==> config.mk <==
export PLATFORM = sky130hd
export DESIGN_NAME = base2_to_radix
export DESIGN_NICKNAME = d
export VERILOG_FILES = /design/src/rtl/base2_to_radix_pkg.sv /design/src/rtl/base2_to_radix_divmod.sv /design/src/rtl/base2_to_radix.sv
export SDC_FILE = /design/constraint.sdc
export NUM_CORES = 1
export LEC_CHECK = 0
export CAP_MARGIN = 20
export CORE_MARGIN = 5
export CORE_UTILIZATION = 40
export DETAILED_ROUTE_END_ITERATION = 10
export GPL_ROUTABILITY_DRIVEN = 1
export PLACE_DENSITY = 0.57
export SYNTH_ARGS = -nofsm -noshare
export SYNTH_HDL_FRONTEND = slang
export SYNTH_SLANG_ARGS = --single-unit
==> constraint.sdc <==
create_clock -name clk -period 6.96 [get_ports clk]
set_input_delay 1.392 -clock clk [delete_from_list [all_inputs] [get_ports clk]]
set_output_delay 1.392 -clock clk [all_outputs]
set_load 0.02 [all_outputs]
==> src/rtl/base2_to_radix_pkg.sv <==
// Shared helpers and state encoding for the binary-to-radix converter family.
package base_conv_pkg;

  function automatic int unsigned clog2(input int unsigned v);
    int unsigned r;
    r = 0;
    while ((64'd1 << r) < 64'(v)) r++;
    return r;
  endfunction

  // Smallest n with radix^n >= 2^width.
  function automatic int unsigned ndigits_for(input int unsigned width, input int unsigned radix);
    longint unsigned p;
    int unsigned n;
    p = 1;
    n = 0;
    while (p < (64'd1 << width)) begin
      p = p * radix;
      n++;
    end
    return n;
  endfunction

  typedef enum logic [1:0] {
    ST_IDLE = 2'b00,
    ST_CONV = 2'b01,
    ST_DONE = 2'b10
  } state_t;

endpackage

==> src/rtl/base2_to_radix_divmod.sv <==
// Combinational divide/modulo by the constant RADIX, one quotient digit per use.
module radix_divmod
  import base_conv_pkg::*;
#(
  parameter int unsigned WIDTH = 16,
  parameter int unsigned RADIX = 3,
  localparam int unsigned DIGIT_W = clog2(RADIX)
) (
  input  logic [WIDTH-1:0]   q,
  output logic [WIDTH-1:0]   quo,
  output logic [DIGIT_W-1:0] rem
);

  // Widened so RADIX is representable even when WIDTH is narrower than the radix.
  localparam int unsigned XW = WIDTH + 5;
  localparam logic [XW-1:0] DIV = XW'(RADIX);

  always_comb begin
    quo = WIDTH'(XW'(q) / DIV);
    rem = DIGIT_W'(XW'(q) % DIV);
  end

endmodule

==> src/rtl/base2_to_radix.sv <==
// Iterative binary to base-RADIX converter, one digit per clock, LSD packed at the LSBs.
// BASE2_TO_RADIX_FIXED_LAT_EN: always run NDIGITS conversion cycles (constant latency).
module base2_to_radix
  import base_conv_pkg::*;
#(
  parameter int unsigned WIDTH = 16,
  parameter int unsigned RADIX = 3,
  localparam int unsigned DIGIT_W = clog2(RADIX),
  localparam int unsigned NDIGITS = ndigits_for(WIDTH, RADIX),
  localparam int unsigned CNT_W = clog2(NDIGITS + 1)
) (
  input  logic                         clk,
  input  logic                         rst_n,
  input  logic                         en,
  input  logic [WIDTH-1:0]             base2_no,
  output logic                         busy,
  output logic                         done,
  output logic [NDIGITS*DIGIT_W-1:0]   base_no,
  output logic [CNT_W-1:0]             ndigits
);

  localparam logic [CNT_W-1:0] IDX_LAST = CNT_W'(NDIGITS - 1);

  state_t             state, state_next;
  logic [WIDTH-1:0]   q, quo;
  logic [DIGIT_W-1:0] rem;
  logic [CNT_W-1:0]   idx, sig;
  logic               last_step;

  radix_divmod #(.WIDTH(WIDTH), .RADIX(RADIX)) u_divmod (
    .q   (q),
    .quo (quo),
    .rem (rem)
  );

  always_comb begin
`ifdef BASE2_TO_RADIX_FIXED_LAT_EN
    last_step = (idx == IDX_LAST);
`else
    last_step = (quo == '0) || (idx == IDX_LAST);
`endif
  end

  always_ff @(posedge clk or negedge rst_n) begin
    if (!rst_n) state <= ST_IDLE;
    else        state <= state_next;
  end

  always_comb begin
    state_next = state;
    case (state)
      ST_IDLE: if (en) state_next = ST_CONV;
      ST_CONV: if (last_step) state_next = ST_DONE;
      ST_DONE: state_next = ST_IDLE;
      default: state_next = ST_IDLE;
    endcase
  end

  always_comb begin
    busy = (state != ST_IDLE);
    done = (state == ST_DONE);
  end

  // sig tracks the highest non-zero digit so the count stays right under fixed latency.
  always_ff @(posedge clk or negedge rst_n) begin
    if (!rst_n) begin
      q       <= '0;
      idx     <= '0;
      sig     <= '0;
      base_no <= '0;
      ndigits <= '0;
    end else begin
      case (state)
        ST_IDLE: begin
          if (en) begin
            q       <= base2_no;
            base_no <= '0;
            idx     <= '0;
            sig     <= CNT_W'(1);
          end
        end
        ST_CONV: begin
          base_no[idx*DIGIT_W +: DIGIT_W] <= rem;
          q   <= quo;
          idx <= idx + 1'b1;
          if (q != '0) sig <= idx + 1'b1;
          if (last_step) ndigits <= (q != '0) ? idx + 1'b1 : sig;
        end
        default: ;
      endcase
    end
  end

endmodule

==> results.md, run 1 <==
- CP Capture Type: register
- CP required: slightly above 7 ns
- Final net count: between 500 and 600
- Worst path max stage delay: ~0.80 ns
- Pin count of the biggest net entering global routing: 53
- Clock Skew: between 0.007 and 0.008 ns
- Initial antenna violation count: 0
- Clk_lat worst skew: between 0.3 and 0.4 ns
- RSZ-0062 raised after global routing: no
- Die ar.: about 0.013 sq mm
- Share of the synthesized area in the top cell type: between 20 and 30%
- Total GRT Usage: between 10% and 20%
- Final wirelength: 12.4 mm
- Worst-Margin Slew: approximately 0.83 ns
- R2r endpoint: base_no[0]
- Synth async-reset ratio: between 90% and 100%
- Slew headroom: between 40% and 50%
- Worst slack at placement: ~1.6 ns
- Seq cells post-synth: 52
- R2R depth: 16
- WL/cell: ~18 um
- I/O pin cnt: 47
- Placeable Area: 0.0109 sq mm
- Clk root buf: clkbuf_8
- Row count: 38
- Die H: 116 um
- CTS tree: built
- Clock sinks: 52
- Syn_nets: around 560
- ANT cells: 0
- Via count of the first global-routing pass: roughly 4000
- Library cells used by synthesis: between 80 and 90
- Fmax: approximately 0.18 GHz
- Synth top area cells: dfrtp_1 (29%), nand2_1 (5.0%), a21oi_1 (4.1%)
- Synth area leader: dfrtp_1
- Num CTS Buffers: 5
- Slowest stage cell, crit path: dfrtp_1
- Clock buffer depth: 2
- Tcrit/Tclk final: a little under 80%
- Run status: finished, final reports clean
- Post-CTS Setup Inserts: 0
- Syn Inst Count: 535
- Worst Path Max Fanout: 21
- CP Launch Type: register
- Via count: approximately 4100
- RD Place Congestion: 0.924
- Number of synthesis warnings: 0
- Setup total negative slack: 0 ns
- Die X: approximately 120 um
- DP Cell Count: 679
- Setup WS post-layout: 1.51 ns
- Fin crit period: around 5.5 ns
- Main synth FF type: dfrtp_1
- DRC viols: 0
- Worst Hold Class: register to register
- Number of synthesized flops with an enable pin: 0
- H-tree lvl count: 2
- Via/cell ratio: about 6.0
- Setup violators final: 0
- CP Class: register to register
- Final hold vios: 0
- Port bufs: 46
- Initial drt markers: approximately 330
- Worst setup startpoint: q[13]
- Critical Path Sink: base_no[0]
- Reg2Reg Setup Slack: 1.51 ns
- Post-CTS Hold Buffers: 0
- Syn Std Cell Area: between 0.004 and 0.005 sq mm
- Maxcap violations: 0
- Clk slew on worst S/H paths: 0.09 ns
- Drt first pass iters: 5
- R2r startpoint: q[13]
- Share of cells above drive strength 1: about 12%
- CP arrival: ~5.7 ns
- Overflow after GRT: 0
- P&R area growth vs syn: 11.9%
- Non-Filler Instances: slightly below 700
- Seq/Total Area, Yosys: between 20 and 30%
- Global-route wire length before repair: just over 20 mm
- DP HPWL: approximately 8.9 mm
- Cts repair resizes: 0
- Worst-path cell chain: xor2_1 > o211ai_1 > a32oi_2 > and2_1 > o211ai_4 > and4_1 > nor2_1 > a21boi_0 > o2111ai_2 > or2_1 > o21ai_2 > ha_1 > nor3_1 > a32o_2 > mux2_4 > o21ai_0
- Starting density of the core: ~40%
- Fin. max-slew vios: 0
- Antenna-violating nets left: 0
- Syn_area_per_cell: between 8 and 9 sq um
## cell usage after synthesis (8+ instances only)
cell type and n:
clkbuf_1 31, o21ai_0 37, nor3_1 9, o21ai_1 8, o21ai_2 9, o22ai_1 8
dfrtp_1 52, nand3_1 23, a22o_1 8, inv_1 17, ha_1 8, a21oi_1 37
nor2_1 32, and3_1 9, nor2b_1 10, nand2_1 59
## sequential cells by signal, summed over array words and instances, names as in the netlist
| register | flops |
|---|---|
| base_no | 22 |
| ndigits | 4 |
| q | 16 |
| state | 2 |
| idx | 4 |
| sig | 4 |
## layout by cell type, fill, tap and decap left out, types with 8 or more instances in the layout
cell	Yosys	final
a21oi_1	37	37
a22o_1	8	8
and3_1	9	9
clkdlybuf4s50_1	0	45
dfrtp_1	52	52
ha_1	8	8
inv_1	17	17
nand2_1	59	59
nand3_1	23	23
nor2_1	32	32
nor2b_1	10	10
nor3_1	9	9
o21ai_0	37	37
o21ai_1	8	8
o21ai_2	9	9
o22ai_1	8	8
## routing by layer
metal | wire [um] | GRT usage (%) | vias to the layer above | share of wire (%)
li1 | - | - | 2003 | -
met1 | 5860 | 26.4 | 2000 | 47
met2 | 5780 | 29.7 | 124 | 47
met3 | 538 | 2.72 | 16 | 4.3
met4 | 219 | 6.34 | 0 | 1.8
met5 | 0 | 0 | - | 0
## worst min-delay path by stage
stage | slack (ns) | cells after the start | to | start
2_1_floorplan | 0.45 | 2 | sig[3] | sig[3]
3_3_place_gp | 0.47 | 2 | sig[3] | sig[3]
3_5_place_dp | 0.48 | 2 | base_no[15] | base_no[15]
4_1_cts | 0.50 | 2 | sig[3] | sig[3]
5_1_grt | 0.53 | 1 | sig[1] | sig[1]
6_report | 0.49 | 2 | sig[3] | sig[3]
## kinds of logic (layout without fill, tap and decap cells)
kind of cell | Yosys count | in the layout | synth area share (%)
buffers and inverters | 65 | 78 | 6.91
XOR/XNOR | 11 | 11 | 2.16
AND/OR/NAND/NOR | 195 | 195 | 23.0
adder cells (fa/ha/maj) | 9 | 9 | 2.46
AO/OA/AOI/OAI | 187 | 187 | 31.5
multiplexers | 16 | 16 | 4.87
flip-flops | 52 | 52 | 29.1
## through the flow
stage / instance area, sq um / hold WS, ns / util, %
final: 5000 / 0.490 / 45.9
after global routing: 5000 / 0.531 / 45.9
after CTS: 4990 / 0.500 / 45.8
after detailed placement: 4900 / 0.478 / 45.0
after global placement: 4900 / 0.467 / 45.0
after floorplan: 4470 / 0.448 / -
## final cells by class
cell class	instances	area [sq um]
Tap cell	140	175
Multi-Input combinational cell	418	2860
Sequential cell	52	1300
Timing Repair Buffer	52	504
Inverter	18	67.6
Clock inverter	1	7.51
Fill cell	1061	5890
Clock buffer	7	86.3
## worst max-delay path: cells and delay by family, from the launching register on
| family | cells | cell delay [ns] |
|---|---|---|
| and+or+nand+nor | 5 | 1.80 |
| AOI/OAI and AO/OA | 8 | 1.75 |
| DFF | 1 | 0.80 |
| xor gates and xnor gates | 1 | 0.33 |
| muxes | 1 | 0.42 |
| adders and majority gates | 1 | 0.25 |
Power of run 1 is not shown: default switching activity piles up to over one toggle a cycle in this logic, so the estimate is an artifact.
==> run 2, diff against run 1 <==
- PLACE_DENSITY: 0.57 -> 0.59
- clock period: 6.96 -> 4.48 ns (I/O delays scaled with it)
==> run 2 against run 1 <==
The run now ends with setup timing left; die area stayed put; cell count increased by 12%; register-to-register slack worse by 1.5 ns; first-iteration DRC count shrank 17%; fmax is 22% higher; routed wire length grew 14%; utilization increased by 8.8 points.
==> results.md, run 2 (synthesis results as in run 1) <==
- Worst-path cell chain: buf_12 > xnor2_4 > buf_6 > mux2_4 > a32oi_2 > and2_4 > buf_6 > a21oi_4 > buf_6 > o41a_1 > o31ai_4 > o41ai_4 > a221oi_4 > buf_6 > nor2_4 > inv_2 > ha_4 > o22ai_4 > a32o_2 > a41oi_4 > mux2_4
- Total GRT Usage: between 20% and 30%
- Maxcap violations: 0
- Drt first pass iters: 5
- Die H: 116 um
- Run status: complete, but fails checks
- Setup violators final: 2
- Row count: 38
- Antenna-violating nets left: 0
- H-tree lvl count: 2
- Filler instances: 990
- Slowest stage cell, crit path: o41a_1
- Port bufs: between 40 and 50
- Worst Path Max Fanout: 7
- Most frequent cells in the layout: buf_4 (70), nand2_1 (58), dfrtp_1 (50)
- CTS tree: built
- Tcrit/Tclk final: 100%
- Post-place instance area: 0.00539 sq mm
- Pin count of the biggest net entering global routing: 42
- WL/cell: approximately 18 um
- Met3 routed WL: approximately 640 um
- Largest registers: base_no x22, q x16
- Worst path max stage delay: 0.45 ns
- CP required: 4.68 ns
- Die X: 116 um
- Hold_ws: ~0.45 ns
- Critical path buffer and inverter count: 6
- Worst-Margin Slew: 0.724 ns
- Initial antenna violation count: 0
- Worst Hold Class: primary input to asynchronous set/reset pin
- Via/cell ratio: about 6
- Via count: roughly 4600
- Final net count: ~660
- Num CTS Buffers: 5
- Slew headroom: 51.2%
- CP arrival: 4.69 ns
- Crit path max-delay family: compound AO/OA/AOI/OAI gates
- M1 WL: 6.58 mm
- Final core occ: ~55%
- Global-route wire length before repair: ~23 mm
- CP Class: register to register
- RSZ-0062 raised after global routing: yes
- Setup WS post-layout: -0.00452 ns
- Clock sinks: 52
- Top sig layer: met4
- Finished layout cell area: slightly below 0.006 sq mm
- Starting density of the core: ~41%
- P&R area growth vs syn: 33.3%
- Failing checks: setup timing
- Placeable Area: around 0.011 sq mm
- Fmax: between 0.2 and 0.25 GHz
- Overflow after GRT: 0
- CP Launch Type: register
- CP most frequent cell: buf_6
- Commonest non-fill, non-tap cell in the layout: buf_4
- Clock buffer depth: 2
- CP Capture Type: register
- Final wirelength: between 10 and 15 mm
- Met2 wire length: between 6 and 7 mm
- DP HPWL: between 9 and 10 mm
- Fin crit period: between 4 and 5 ns
- Share of cells above drive strength 1: between 20 and 30%
- Via count of the first global-routing pass: between 4000 and 5000
- DRC viols: 0
- Clk slew on worst S/H paths: roughly 0.10 ns
- Fin. max-slew vios: 0
- Max reg flops: 22
- Top reg by flops: base_no
- ANT cells: 0
- Final hold vios: 0
- Die ar.: ~0.013 sq mm
- Initial drt markers: roughly 270
- Clk root buf: clkbuf_8
- Clk_lat worst skew: around 0.32 ns
- Worst slack at placement: -0.291 ns
- I/O pin cnt: between 40 and 50
- Clock Skew: between 0.01 and 0.015 ns
- RD Place Congestion: approximately 0.90
## run 2: area by class of cell
class	count	area [sq um]	area share [%]
clock buffers	5	68.8	1.16
clock inverters	3	42.5	0.714
inverters	18	67.6	1.13
multi-input cells	419	3100	52.1
flip-flops and latches	52	1300	21.9
well taps	140	175	2.94
repair buffers	133	1190	20.1
## run 2: worst reg2reg max path, cell delays in order (launching register included)
cell,delay (ns)
dfrtp_2,0.43
buf_12,0.15
xnor2_4,0.13
buf_6,0.12
mux2_4,0.25
a32oi_2,0.23
and2_4,0.26
buf_6,0.13
a21oi_4,0.04
buf_6,0.12
o41a_1,0.45
o31ai_4,0.08
o41ai_4,0.13
a221oi_4,0.32
buf_6,0.16
nor2_4,0.04
inv_2,0.07
ha_4,0.16
o22ai_4,0.08
a32o_2,0.33
a41oi_4,0.36
mux2_4,0.33
## run 2: path summary, 6_finish.rpt
| kind | start | endpoint | slack, ns | cells after the start |
|---|---|---|---|---|
| hold reg to reg | sig[3] | sig[3] | 0.50 | 2 |
| max in group asynchronous | rst_n | q[15] | 3.18 | 2 |
| hold / removal | rst_n | q[14] | 0.45 | 1 |
| setup / recovery | q[12] | ndigits[2] | -0.005 | 21 |
| setup reg to reg | q[12] | ndigits[2] | -0.005 | 21 |
| min in group clk | sig[3] | sig[3] | 0.50 | 2 |
## run 2: metal layers
layer	vias to the layer above	GRT usage, %
met2	147	33.6
met1	2248	29.8
met3	24	2.87
li1	2178	-
met5	-	0
met4	0	5.49
## run 2: metrics by stage
stage / TNS, ns / std cells
after floorplan: 0 / 535
after global routing: -3.82 / 770
final: -0.00635 / 770
after detailed placement: -4.61 / 742
after global placement: -1.63 / 742
after CTS: 0 / 760
## run 2: repair_timing
item	4_1_cts	5_1_grt
hold buffers	0	0
pin swaps	11	24
setup buffers	9	10
cloned	1	0
endpoints found under the setup margin	27	27
gates resized for setup	26	43
Power of run 2 is left out for the same reason.
